## config.mk

```make
export PLATFORM = sky130hd
export DESIGN_NAME = div_pipe_scheduler
export DESIGN_NICKNAME = d
export VERILOG_FILES = /design/src/rtl/div_pipe_scheduler_pkg.sv /design/src/rtl/div_tag_pipe.sv /design/src/rtl/div_pipe_scheduler.sv
export SDC_FILE = /design/constraint.sdc
export NUM_CORES = 1
export LEC_CHECK = 0
export ABC_AREA = 1
export ABC_CLOCK_PERIOD_IN_PS = 3000
export CORE_MARGIN = 2
export CORE_UTILIZATION = 38
export CTS_BUF_LIST = sky130_fd_sc_hd__clkbuf_8 sky130_fd_sc_hd__clkbuf_16
export DETAILED_ROUTE_END_ITERATION = 8
export GPL_TIMING_DRIVEN = 0
export HOLD_SLACK_MARGIN = 0.02
export PLACE_DENSITY = 0.85
export SLEW_MARGIN = 20
export SYNTH_ARGS = -nofsm -noshare
export SYNTH_HDL_FRONTEND = slang
export SYNTH_SLANG_ARGS = --single-unit
```

## constraint.sdc

```tcl
create_clock -name clk -period 3 [get_ports clk]
set_input_delay 0.6 -clock clk [delete_from_list [all_inputs] [get_ports clk]]
set_output_delay 0.6 -clock clk [all_outputs]
set_load 0.01 [all_outputs]
```

## src/rtl/div_pipe_scheduler_pkg.sv

```systemverilog
// ---------------------------------------------------------------------------
// div_pipe_scheduler_pkg
// Purpose : shared defaults for the divider scheduler slice. Operand and
//           result widths match the divider pipeline's length definitions.
//           PIPE_LAT_DEF tracks the current depth of that pipeline.
// Ports   : none (package)
// ---------------------------------------------------------------------------
package div_pipe_scheduler_pkg;

  localparam int N_REQ_DEF    = 4;
  localparam int DD_W_DEF     = 16;
  localparam int DV_W_DEF     = 8;
  localparam int Q_W_DEF      = 16;
  localparam int PIPE_LAT_DEF = 7;

  // Width of a requester id. Kept at least 1 bit so a single-requester
  // build still has a legal vector.
  function automatic int id_width(input int n);
    return (n > 1) ? $clog2(n) : 1;
  endfunction

endpackage

```

## src/rtl/div_tag_pipe.sv

```systemverilog
// ---------------------------------------------------------------------------
// div_tag_pipe
// Purpose : DEPTH-deep shift register of {valid, id} that runs beside the
//           divider pipeline. A tag entering on the cycle an op is issued
//           leaves on the cycle the divider presents that op's result.
// Ports   : clk        - clock, rising edge
//           reset      - asynchronous, active-high; empties the pipe
//           in_valid   - issue strobe for the op entering this cycle
//           in_id      - owner of the op entering this cycle
//           exit_valid - last stage holds a live tag
//           exit_id    - owner recorded in the last stage
// ---------------------------------------------------------------------------
module div_tag_pipe
  import div_pipe_scheduler_pkg::*;
#(
  parameter int DEPTH = PIPE_LAT_DEF,
  parameter int ID_W  = 2
) (
  input  logic            clk,
  input  logic            reset,
  input  logic            in_valid,
  input  logic [ID_W-1:0] in_id,
  output logic            exit_valid,
  output logic [ID_W-1:0] exit_id
);

  logic [DEPTH-1:0] valid_q;
  logic [ID_W-1:0]  id_q [DEPTH];

  always_ff @(posedge clk or posedge reset) begin
    if (reset) begin
      valid_q <= '0;
      for (int k = 0; k < DEPTH; k++) begin
        id_q[k] <= '0;
      end
    end else begin
      for (int k = DEPTH - 1; k > 0; k--) begin
        valid_q[k] <= valid_q[k-1];
        id_q[k]    <= id_q[k-1];
      end
      valid_q[0] <= in_valid;
      id_q[0]    <= in_id;
    end
  end

  assign exit_valid = valid_q[DEPTH-1];
  assign exit_id    = id_q[DEPTH-1];

endmodule

```

## src/rtl/div_pipe_scheduler.sv

```systemverilog
// ---------------------------------------------------------------------------
// div_pipe_scheduler
// Purpose : shares one pipelined divider (one issue per cycle, fixed
//           latency PIPE_LAT) among N_REQ requesters. Round-robin grants,
//           one outstanding op per requester, results routed back by tag.
// Ports   : clk, reset            - clock / async active-high reset
//           req, req_dividend,
//           req_divisor           - per-requester request and packed operands
//           ack                   - one-cycle grant pulse (operands consumed)
//           rsp_valid             - one-cycle one-hot result pulse
//           rsp_quotient/remainder/div_zero - last result, held
//           in_flight             - ops issued and not yet returned
//           err_tag               - sticky tag/pipe_done disagreement
//           pipe_go/dividend/divisor - registered issue to the divider
//           pipe_done/quotient/remainder/dv_nzero - divider last stage
// ---------------------------------------------------------------------------
module div_pipe_scheduler
  import div_pipe_scheduler_pkg::*;
#(
  parameter int N_REQ    = N_REQ_DEF,
  parameter int DD_W     = DD_W_DEF,
  parameter int DV_W     = DV_W_DEF,
  parameter int Q_W      = Q_W_DEF,
  parameter int PIPE_LAT = PIPE_LAT_DEF
) (
  input  logic                            clk,
  input  logic                            reset,
  input  logic [N_REQ-1:0]                req,
  input  logic [N_REQ*DD_W-1:0]           req_dividend,
  input  logic [N_REQ*DV_W-1:0]           req_divisor,
  output logic [N_REQ-1:0]                ack,
  output logic [N_REQ-1:0]                rsp_valid,
  output logic [Q_W-1:0]                  rsp_quotient,
  output logic [DD_W-1:0]                 rsp_remainder,
  output logic                            rsp_div_zero,
  output logic [$clog2(PIPE_LAT+1)-1:0]   in_flight,
  output logic                            err_tag,
  output logic                            pipe_go,
  output logic [DD_W-1:0]                 pipe_dividend,
  output logic [DV_W-1:0]                 pipe_divisor,
  input  logic                            pipe_done,
  input  logic [Q_W-1:0]                  pipe_quotient,
  input  logic [DD_W-1:0]                 pipe_remainder,
  input  logic                            pipe_dv_nzero
);

  localparam int ID_W  = id_width(N_REQ);
  localparam int CNT_W = $clog2(PIPE_LAT + 1);

  logic [N_REQ-1:0] ack_q, ack_d;
  logic [N_REQ-1:0] busy_q, busy_d;
  logic [ID_W-1:0]  ptr_q, ptr_d;
  logic             pipe_go_q, pipe_go_d;
  logic [DD_W-1:0]  pipe_dividend_q, pipe_dividend_d;
  logic [DV_W-1:0]  pipe_divisor_q, pipe_divisor_d;
  logic [ID_W-1:0]  issue_id_q, issue_id_d;
  logic [N_REQ-1:0] rsp_valid_q, rsp_valid_d;
  logic [Q_W-1:0]   rsp_quotient_q, rsp_quotient_d;
  logic [DD_W-1:0]  rsp_remainder_q, rsp_remainder_d;
  logic             rsp_div_zero_q, rsp_div_zero_d;
  logic [CNT_W-1:0] in_flight_q, in_flight_d;
  logic             err_tag_q, err_tag_d;

  logic             exit_valid;
  logic [ID_W-1:0]  exit_id;

  // The ack term blocks a second grant on the cycle the requester is
  // still holding req after its grant pulse.
  logic [N_REQ-1:0] eligible;
  genvar gi;
  for (gi = 0; gi < N_REQ; gi++) begin : g_elig
    assign eligible[gi] = req[gi] & ~busy_q[gi] & ~ack_q[gi];
  end

  // Round-robin: scan upward from the pointer, first eligible wins.
  logic            grant_found;
  logic [ID_W-1:0] grant_id;
  always_comb begin
    grant_found = 1'b0;
    grant_id    = '0;
    for (int k = 0; k < N_REQ; k++) begin
      if (!grant_found && eligible[(int'(ptr_q) + k) % N_REQ]) begin
        grant_found = 1'b1;
        grant_id    = ID_W'((int'(ptr_q) + k) % N_REQ);
      end
    end
  end

  // Tags are loaded from the registered issue so they enter on the cycle
  // pipe_go is high, which lines the exit up with pipe_done.
  div_tag_pipe #(
    .DEPTH (PIPE_LAT),
    .ID_W  (ID_W)
  ) u_tag_pipe (
    .clk        (clk),
    .reset      (reset),
    .in_valid   (pipe_go_q),
    .in_id      (issue_id_q),
    .exit_valid (exit_valid),
    .exit_id    (exit_id)
  );

  always_comb begin
    ack_d           = '0;
    busy_d          = busy_q;
    ptr_d           = ptr_q;
    pipe_go_d       = grant_found;
    pipe_dividend_d = pipe_dividend_q;
    pipe_divisor_d  = pipe_divisor_q;
    issue_id_d      = issue_id_q;
    rsp_valid_d     = '0;
    rsp_quotient_d  = rsp_quotient_q;
    rsp_remainder_d = rsp_remainder_q;
    rsp_div_zero_d  = rsp_div_zero_q;
    in_flight_d     = in_flight_q;
    err_tag_d       = err_tag_q;

    // Retirement. A busy owner is never eligible, so the grant below can
    // never touch the same busy bit on the same edge.
    if (exit_valid) begin
      busy_d[exit_id] = 1'b0;
      if (pipe_done) begin
        rsp_valid_d[exit_id] = 1'b1;
        rsp_quotient_d       = pipe_quotient;
        rsp_remainder_d      = pipe_remainder;
        rsp_div_zero_d       = ~pipe_dv_nzero;
      end else begin
        err_tag_d = 1'b1;
      end
    end else if (pipe_done) begin
      err_tag_d = 1'b1;
    end

    if (grant_found) begin
      ack_d[grant_id]  = 1'b1;
      busy_d[grant_id] = 1'b1;
      pipe_dividend_d  = req_dividend[grant_id*DD_W +: DD_W];
      pipe_divisor_d   = req_divisor[grant_id*DV_W +: DV_W];
      issue_id_d       = grant_id;
      ptr_d            = ID_W'((int'(grant_id) + 1) % N_REQ);
    end

    // Counts tag-pipe occupancy, so it is bounded by PIPE_LAT.
    case ({pipe_go_q, exit_valid})
      2'b10:   in_flight_d = in_flight_q + CNT_W'(1);
      2'b01:   in_flight_d = in_flight_q - CNT_W'(1);
      default: in_flight_d = in_flight_q;
    endcase
  end

  always_ff @(posedge clk or posedge reset) begin
    if (reset) begin
      ack_q           <= '0;
      busy_q          <= '0;
      ptr_q           <= '0;
      pipe_go_q       <= 1'b0;
      pipe_dividend_q <= '0;
      pipe_divisor_q  <= '0;
      issue_id_q      <= '0;
      rsp_valid_q     <= '0;
      rsp_quotient_q  <= '0;
      rsp_remainder_q <= '0;
      rsp_div_zero_q  <= 1'b0;
      in_flight_q     <= '0;
      err_tag_q       <= 1'b0;
    end else begin
      ack_q           <= ack_d;
      busy_q          <= busy_d;
      ptr_q           <= ptr_d;
      pipe_go_q       <= pipe_go_d;
      pipe_dividend_q <= pipe_dividend_d;
      pipe_divisor_q  <= pipe_divisor_d;
      issue_id_q      <= issue_id_d;
      rsp_valid_q     <= rsp_valid_d;
      rsp_quotient_q  <= rsp_quotient_d;
      rsp_remainder_q <= rsp_remainder_d;
      rsp_div_zero_q  <= rsp_div_zero_d;
      in_flight_q     <= in_flight_d;
      err_tag_q       <= err_tag_d;
    end
  end

  assign ack           = ack_q;
  assign rsp_valid     = rsp_valid_q;
  assign rsp_quotient  = rsp_quotient_q;
  assign rsp_remainder = rsp_remainder_q;
  assign rsp_div_zero  = rsp_div_zero_q;
  assign in_flight     = in_flight_q;
  assign err_tag       = err_tag_q;
  assign pipe_go       = pipe_go_q;
  assign pipe_dividend = pipe_dividend_q;
  assign pipe_divisor  = pipe_divisor_q;

endmodule

```

# Word level (Yosys, flattened, before mapping)
# Cells that the tools add are included.
[totals]
regBits = 99
input_bits = 136
out_inout_bits = 70
wordCells = 110
[classes]
addsub = 6
magnitude_cmp = 8
n_eq_ne = 3
shifts = 2
muxes = 32
bitwise = 23
reduce_logical = 15
[ops]
columns = ["cell", "count"]
rows = [
  ["$shiftx A64 B7 Y16", 1],
  ["$shiftx A32 B6 Y8", 1],
  ["$mux W4", 5],
  ["$mux W1", 16],
  ["$lt A3 B4 Y1 const B", 3],
  ["$lt A2 B3 Y1 const B", 3],
  ["$not A1 Y1", 9],
  ["$and A1 B1 Y1", 8],
  ["$bmux W1 S2", 4],
  ["$mux W2", 4],
  ["$pmux W3 S2", 1],
  ["$reduce_or A2 Y1", 3],
  ["$logic_and A1 B1 Y1", 5],
  ["$add A2 B1 Y2 const B", 2],
  ["$add A2 B2 Y2 const B", 2],
  ["$and A4 B4 Y4", 1],
  ["$demux W1 S2", 2],
  ["$ge A2 B1 Y1 const B", 2],
  ["$not A4 Y4", 1],
  ["$or A4 B4 Y4", 1],
  ["$reduce_and A2 Y1", 2],
  ["$reduce_bool A2 Y1", 2],
  ["$add A3 B1 Y3 const B", 1],
  ["$and A1 B1 Y1 const A", 3],
  ["other kinds (5)", 7],
]

# Longest topological paths before layout
[depth]
ltp_word = 21
mapped_depth = 16

# Hierarchy
# From an unflattened synthesis, not the netlist that was laid out.
[unflattened]
cells_unflattened = 661
area_unflattened_um2 = 5161.2
[by_module_without_submodules]
columns = ["mod", "instances", "cells_per_inst", "area_per_inst_um2", "seq_area_each_um2"]
rows = [
  ["div_pipe_scheduler", 1, 637, 4616.9, 1951.9],
  ["div_tag_pipe", 1, 24, 544.3, 525.5],
]

# Least setup slack after synthesis
# Ideal clock, no wire load.
[synth_path]
path_type = "input-to-reg"
startpoint = "input req[2]"
endpoint = "register pipe_dividend_q[0], in the netlist pipe_dividend[0]"
setup_ps = 117
t_arrival_ps = 1774
required_ps = 2883
slack_ps = 1109
stages = 11
path_cell_list = "nand3_1 -> nand2_1 -> nand3_1 -> inv_1 -> a31oi_1 -> nand3_4 -> nor2_8 -> inv_4 -> buf_4 -> nor2_1 -> nor2_1"
[synth_via]
elab_chain_len = 15
elab_cells_between_ends = 28
classes_between = "shift (1); mux (19); bitwise (2); reduce/logical (6)"
[synth_rtl]
columns = ["item", "line_no", "text"]
rows = [
  ["start: declaration", "div_pipe_scheduler.sv:28", "input logic [N_REQ-1:0] req,"],
  ["$and A1 B1 Y1 (*) (2 in series)", "div_pipe_scheduler.sv:72", "assign eligible[gi] = req[gi] & ~busy_q[gi] & ~ack_q[gi];"],
  ["$bmux W1 S2", "div_pipe_scheduler.sv:82", "if (!grant_found && eligible[(int'(ptr_q) + k) % N_REQ]) begin"],
  ["$mux W1 (not written as such)", "div_pipe_scheduler.sv:82", ""],
  ["$mux W1", "div_pipe_scheduler.sv:82", ""],
  ["$logic_not A1 Y1", "div_pipe_scheduler.sv:82", ""],
  ["$logic_and A1 B1 Y1", "div_pipe_scheduler.sv:82", ""],
  ["$mux W1", "div_pipe_scheduler.sv:82", ""],
  ["$logic_not A1 Y1", "div_pipe_scheduler.sv:82", ""],
  ["$logic_and A1 B1 Y1", "div_pipe_scheduler.sv:82", ""],
  ["$mux W1", "div_pipe_scheduler.sv:82", ""],
  ["$logic_not A1 Y1", "div_pipe_scheduler.sv:82", ""],
  ["$logic_and A1 B1 Y1", "div_pipe_scheduler.sv:82", ""],
  ["$mux W2", "div_pipe_scheduler.sv:82", ""],
  ["$shiftx A64 B7 Y16", "div_pipe_scheduler.sv:137", "pipe_dividend_d = req_dividend[grant_id*DD_W +: DD_W];"],
  ["end signal: assignment", "div_pipe_scheduler.sv:171", "pipe_dividend_q <= pipe_dividend_d;"],
  ["end: declaration", "div_pipe_scheduler.sv:54", "logic [DD_W-1:0] pipe_dividend_q, pipe_dividend_d;"],
]
# Every way passes the cells marked *; elsewhere a longest branch is shown, timed or not. The select of a mux whose other input is x is not followed.
# A chain may end at the register's enable or synchronous reset.

# Worst setup path after layout
[layout_path]
startpoint = "input req[3]"
endpoint = "register pipe_divisor_q[2], in the netlist pipe_divisor[2]"
[layout_via]
elab_chain_len = 15
elab_cells_between_ends = 28
classes_between = "shift (1); mux (19); bitwise (2); reduce/logical (6)"
[layout_rtl]
columns = ["item", "line_no", "text"]
rows = [
  ["$and A1 B1 Y1 (*) (2 in series)", "div_pipe_scheduler.sv:72", ""],
  ["$bmux W1 S2", "div_pipe_scheduler.sv:82", ""],
  ["$mux W1 (not written as such)", "div_pipe_scheduler.sv:82", ""],
  ["$mux W1", "div_pipe_scheduler.sv:82", ""],
  ["$logic_not A1 Y1", "div_pipe_scheduler.sv:82", ""],
  ["$logic_and A1 B1 Y1", "div_pipe_scheduler.sv:82", ""],
  ["$mux W1", "div_pipe_scheduler.sv:82", ""],
  ["$logic_not A1 Y1", "div_pipe_scheduler.sv:82", ""],
  ["$logic_and A1 B1 Y1", "div_pipe_scheduler.sv:82", ""],
  ["$mux W1", "div_pipe_scheduler.sv:82", ""],
  ["$logic_not A1 Y1", "div_pipe_scheduler.sv:82", ""],
  ["$logic_and A1 B1 Y1", "div_pipe_scheduler.sv:82", ""],
  ["$mux W2", "div_pipe_scheduler.sv:82", ""],
  ["$shiftx A32 B6 Y8", "div_pipe_scheduler.sv:138", "pipe_divisor_d = req_divisor[grant_id*DV_W +: DV_W];"],
  ["end signal: assignment", "div_pipe_scheduler.sv:172", "pipe_divisor_q <= pipe_divisor_d;"],
  ["end: declaration", "div_pipe_scheduler.sv:55", "logic [DV_W-1:0] pipe_divisor_q, pipe_divisor_d;"],
]
# Marked as above.

==> Flow_metrics.wiki <==
{| class="wikitable"
! Metric !! Value
|-
| Syn Area/Cell || 8.48 µm²
|-
| Max-cap viol count || 0
|-
| Max H-tree Level || 3
|-
| Placer's final routability congestion estimate || 0.859
|-
| Top-area cell type share of the netlist area || 0.503
|-
| Share of synthesized registers carrying an async set or reset || 1.00
|-
| Count of state elements after synthesis || 99
|-
| Sinks on Clock Net || 99
|-
| Die footprint || 13900 µm²
|-
| Port buffer count || 205
|-
| Outcome || completed
|-
| Required time at the worst-slack endpoint || 3.24 ns
|-
| Data arrival time of the critical path || 2.68 ns
|-
| Clock tree from TritonCTS || built
|-
| Static Leak || 3.60 nW
|-
| Commonest non-fill, non-tap cell in the layout || sky130_fd_sc_hd__nand2_1
|-
| Rel. slew slack || 0.673
|-
| Yosys top cell by area || sky130_fd_sc_hd__dfrtp_1
|-
| Sequential cell area fraction in the yosys report || 0.503
|-
| Core footprint || 12600 µm²
|-
| Hold Path Class || reg2reg
|-
| Drt drc || 0
|-
| Gate count of the mapped netlist || 581
|-
| Most common flop cell mapped by yosys || sky130_fd_sc_hd__dfrtp_1
|-
| Internal power || 0.00362 W
|-
| Antenna violations before repair || 0
|-
| Max Fclk || 410 MHz
|-
| Cell types with the largest area share after synthesis || sky130_fd_sc_hd__dfrtp_1, sky130_fd_sc_hd__nand2_1, sky130_fd_sc_hd__nand3_1
|-
| Commonest cells after routing, fill and taps aside || sky130_fd_sc_hd__nand2_1, sky130_fd_sc_hd__clkdlybuf4s50_1, sky130_fd_sc_hd__dfrtp_1, sky130_fd_sc_hd__nand3_1, sky130_fd_sc_hd__nor2_1
|-
| Hold Violations, Final || 0
|-
| Gr ovfl total || 0
|-
| Final Setup Violations || 0
|-
| Final net count || 939
|-
| Number of global-route vias before repair || 4639
|-
| Number of I/O pins || 206
|-
| Initial core utilization || 0.390
|-
| # resized after CTS || 0
|-
| N_diodes || 0
|-
| Post-CTS Repair Setup Buffers || 0
|-
| Min Tclk post-route || 2.44 ns
|-
| Clock transition time at the flip-flop clock pins of the worst setup and hold paths || 0.07 ns
|-
| Critical path startpoint category || input port
|-
| Final routed wirelength across all metal layers || 14300 µm
|-
| CP endpoint kind || register
|-
| Net switching power figure || 0.00165 W
|-
| RSZ-0062 raised after global routing || false
|-
| Slew @ Worst Pin || 0.490 ns
|-
| Largest net degree at the start of global routing || 34
|-
| Largest voltage drop on the vdd net || 0.319 mV
|-
| Post-detailed-route count of antenna-violating nets || 0
|-
| Largest clock skew in the final design || 0.00841 ns
|-
| Number of fill cells || 1084
|-
| Clock network latency to the later pin of the worst-skew pair || 0.35 ns
|-
| Warnings from Yosys || 0
|-
| Switching Share || 0.313
|-
| Share of the clock period used by the worst path after layout || 0.812
|-
| Max-slew violations || 0
|-
| Finished Core Util || 0.601
|-
| Fraction of final layout cells sized beyond drive strength 1 || 0.111
|-
| First-pass detailed-route iteration total || 7
|-
| First-pass GRT wire length || 23400 µm
|-
| Power Density || 696 nW/µm²
|-
| Setup TNS || 0 ns
|-
| Unique cell type count in the Yosys netlist || 38
|-
| Clock Power Share || 0.232
|-
| HPWL reported at the end of detailed placement || 11200 µm
|-
| Part of the power in combinational logic || 0.391
|-
| Die Span Y || 118 µm
|-
| EDFF count, synth || 0
|-
| Final routed wire length divided by cell count || 14.6 µm
|-
| Net count of the mapped netlist || 720
|-
| Overall routing resource usage || 0.214
|-
| Type of the setup path with the least slack || in2reg
|-
| Register share of total power || 0.377
|-
| Cell row count || 41
|-
| TritonCTS buffer count || 9
|-
| Critical Path Fanout Max || 10
|-
| Area added between synthesis and finish || 54.0%
|-
| # hold bufs at CTS || 0
|-
| Cell chosen for the clock root || sky130_fd_sc_hd__clkbuf_16
|-
| Starting DRT DRC Count || 260
|-
| Die span in x || 118 µm
|-
| Vias after detailed routing || 4618
|-
| Number of buffers between clock root and the deepest sink || 2
|-
| Post-synthesis cell area || 4920 µm²
|-
| Post-detailed-route via-to-cell ratio || 4.73
|}
## area by class of cell
type                    count  area (µm²)  share of cell area
flip-flops and latches     99        2480               0.327
multi-input cells         424        2120               0.280
repair buffers            208        2120               0.280
clock buffers              11         253              0.0333
well taps                 172         215              0.0284
plain buffers              29         209              0.0276
inverters                  29         123              0.0162
clock inverters             5        66.3             0.00875
## critical path, cell delays in order
cell and delay (ns):
sky130_fd_sc_hd__clkdlybuf4s50_1 0.48, sky130_fd_sc_hd__nand3_1 0.12, sky130_fd_sc_hd__nand2_1 0.07, sky130_fd_sc_hd__nand3_1 0.09, sky130_fd_sc_hd__inv_1 0.05, sky130_fd_sc_hd__a31oi_1 0.27, sky130_fd_sc_hd__nand3_4 0.24, sky130_fd_sc_hd__nor2_8 0.27
sky130_fd_sc_hd__inv_4 0.09, sky130_fd_sc_hd__buf_4 0.20, sky130_fd_sc_hd__nor2_1 0.13, sky130_fd_sc_hd__nor2_1 0.06
## stage by stage
stage	cells	total power, W	hold WS (ns)	setup WS [ns]	instance area (µm²)
CTS	977	0.00534	0.351	0.566	7580
detailed placement	961	0.00408	0.336	0.194	7260
global route	977	0.00561	0.357	0.420	7580
floorplan	581	0.00287	0.331	1.11	4930
finish	977	0.00528	0.350	0.563	7580
global placement	958	0.00401	0.332	0.229	7200
## logic make-up (layout without fill, tap and decap cells)
| logic type | after synthesis | in the layout | synth area share |
|---|---|---|---|
| buffers and inverters | 58 | 282 | 0.0666 |
| flip-flops | 99 | 99 | 0.503 |
| AND/OR/NAND/NOR | 406 | 406 | 0.395 |
| adder cells (fa/ha/maj) | 3 | 3 | 0.00915 |
| AO/OA/AOI/OAI | 11 | 11 | 0.0142 |
| XOR/XNOR | 4 | 4 | 0.0125 |
## cells in the mapped netlist, types with 2 or more instances
| library cell | n |
|---|---|
| sky130_fd_sc_hd__nand3_1 | 64 |
| sky130_fd_sc_hd__nor2_1 | 53 |
| sky130_fd_sc_hd__inv_4 | 2 |
| sky130_fd_sc_hd__nand2_2 | 4 |
| sky130_fd_sc_hd__xnor2_1 | 2 |
| sky130_fd_sc_hd__nor4_1 | 2 |
| sky130_fd_sc_hd__ha_1 | 2 |
| sky130_fd_sc_hd__buf_6 | 6 |
| sky130_fd_sc_hd__nor3_1 | 2 |
| sky130_fd_sc_hd__nand2_4 | 3 |
| sky130_fd_sc_hd__inv_1 | 25 |
| sky130_fd_sc_hd__o21ai_0 | 5 |
| sky130_fd_sc_hd__or2_0 | 3 |
| sky130_fd_sc_hd__buf_4 | 3 |
| sky130_fd_sc_hd__a21oi_1 | 2 |
| sky130_fd_sc_hd__buf_2 | 9 |
| sky130_fd_sc_hd__nand4_1 | 5 |
| sky130_fd_sc_hd__nand2_1 | 219 |
| sky130_fd_sc_hd__buf_12 | 2 |
| sky130_fd_sc_hd__nor2_8 | 2 |
| sky130_fd_sc_hd__or2_1 | 15 |
| sky130_fd_sc_hd__clkbuf_1 | 9 |
| sky130_fd_sc_hd__nand3_2 | 23 |
| sky130_fd_sc_hd__or2_2 | 7 |
| sky130_fd_sc_hd__dfrtp_1 | 99 |
## per-layer routing
layer  wire length (µm)  global-route usage  vias up
met2               6630               0.353      216
met3               1300              0.0644       22
met5                  0                   0        -
met1               6060               0.264     2113
li1                   -                   -     2267
met4                313              0.0813        0
## flip-flops by register name (all words and copies together) (netlist names), 2 cells and up
signal,flops
u_tag_pipe.valid_q,7
in_flight,3
u_tag_pipe.exit_id,2
issue_id_q,2
pipe_divisor,8
ptr_q,2
rsp_valid,4
ack,4
busy_q,4
rsp_remainder,16
pipe_dividend,16
u_tag_pipe.id_q,12
rsp_quotient,16
## final timing paths
kind | from | to | slack (ns) | cells after the start
max in group asynchronous | reset | pipe_dividend[11] | 1.63 | 4
worst min register to register | u_tag_pipe.id_q[5] | u_tag_pipe.id_q[3] | 0.35 | 0
min in group asynchronous | reset | ack[2] | 0.63 | 2
worst max-delay path | req[3] | pipe_divisor[2] | 0.56 | 12
worst min-delay path | u_tag_pipe.id_q[5] | u_tag_pipe.id_q[3] | 0.35 | 0
worst max register to register | ptr_q[0] | pipe_divisor[2] | 0.72 | 12
## power groups by stage
| stage | Combinational, W | Sequential (W) | Clock [W] |
|---|---|---|---|
| finish | 0.00206 | 0.00199 | 0.00122 |
| global route | 0.00225 | 0.00205 | 0.00132 |
| global placement | 0.00202 | 0.00199 | 0 |
| detailed placement | 0.00208 | 0.00200 | 0 |
| CTS | 0.00209 | 0.00199 | 0.00127 |
| floorplan | 0.000700 | 0.00217 | 0 |
No activity file was read; power rests on OpenSTA's default activity.
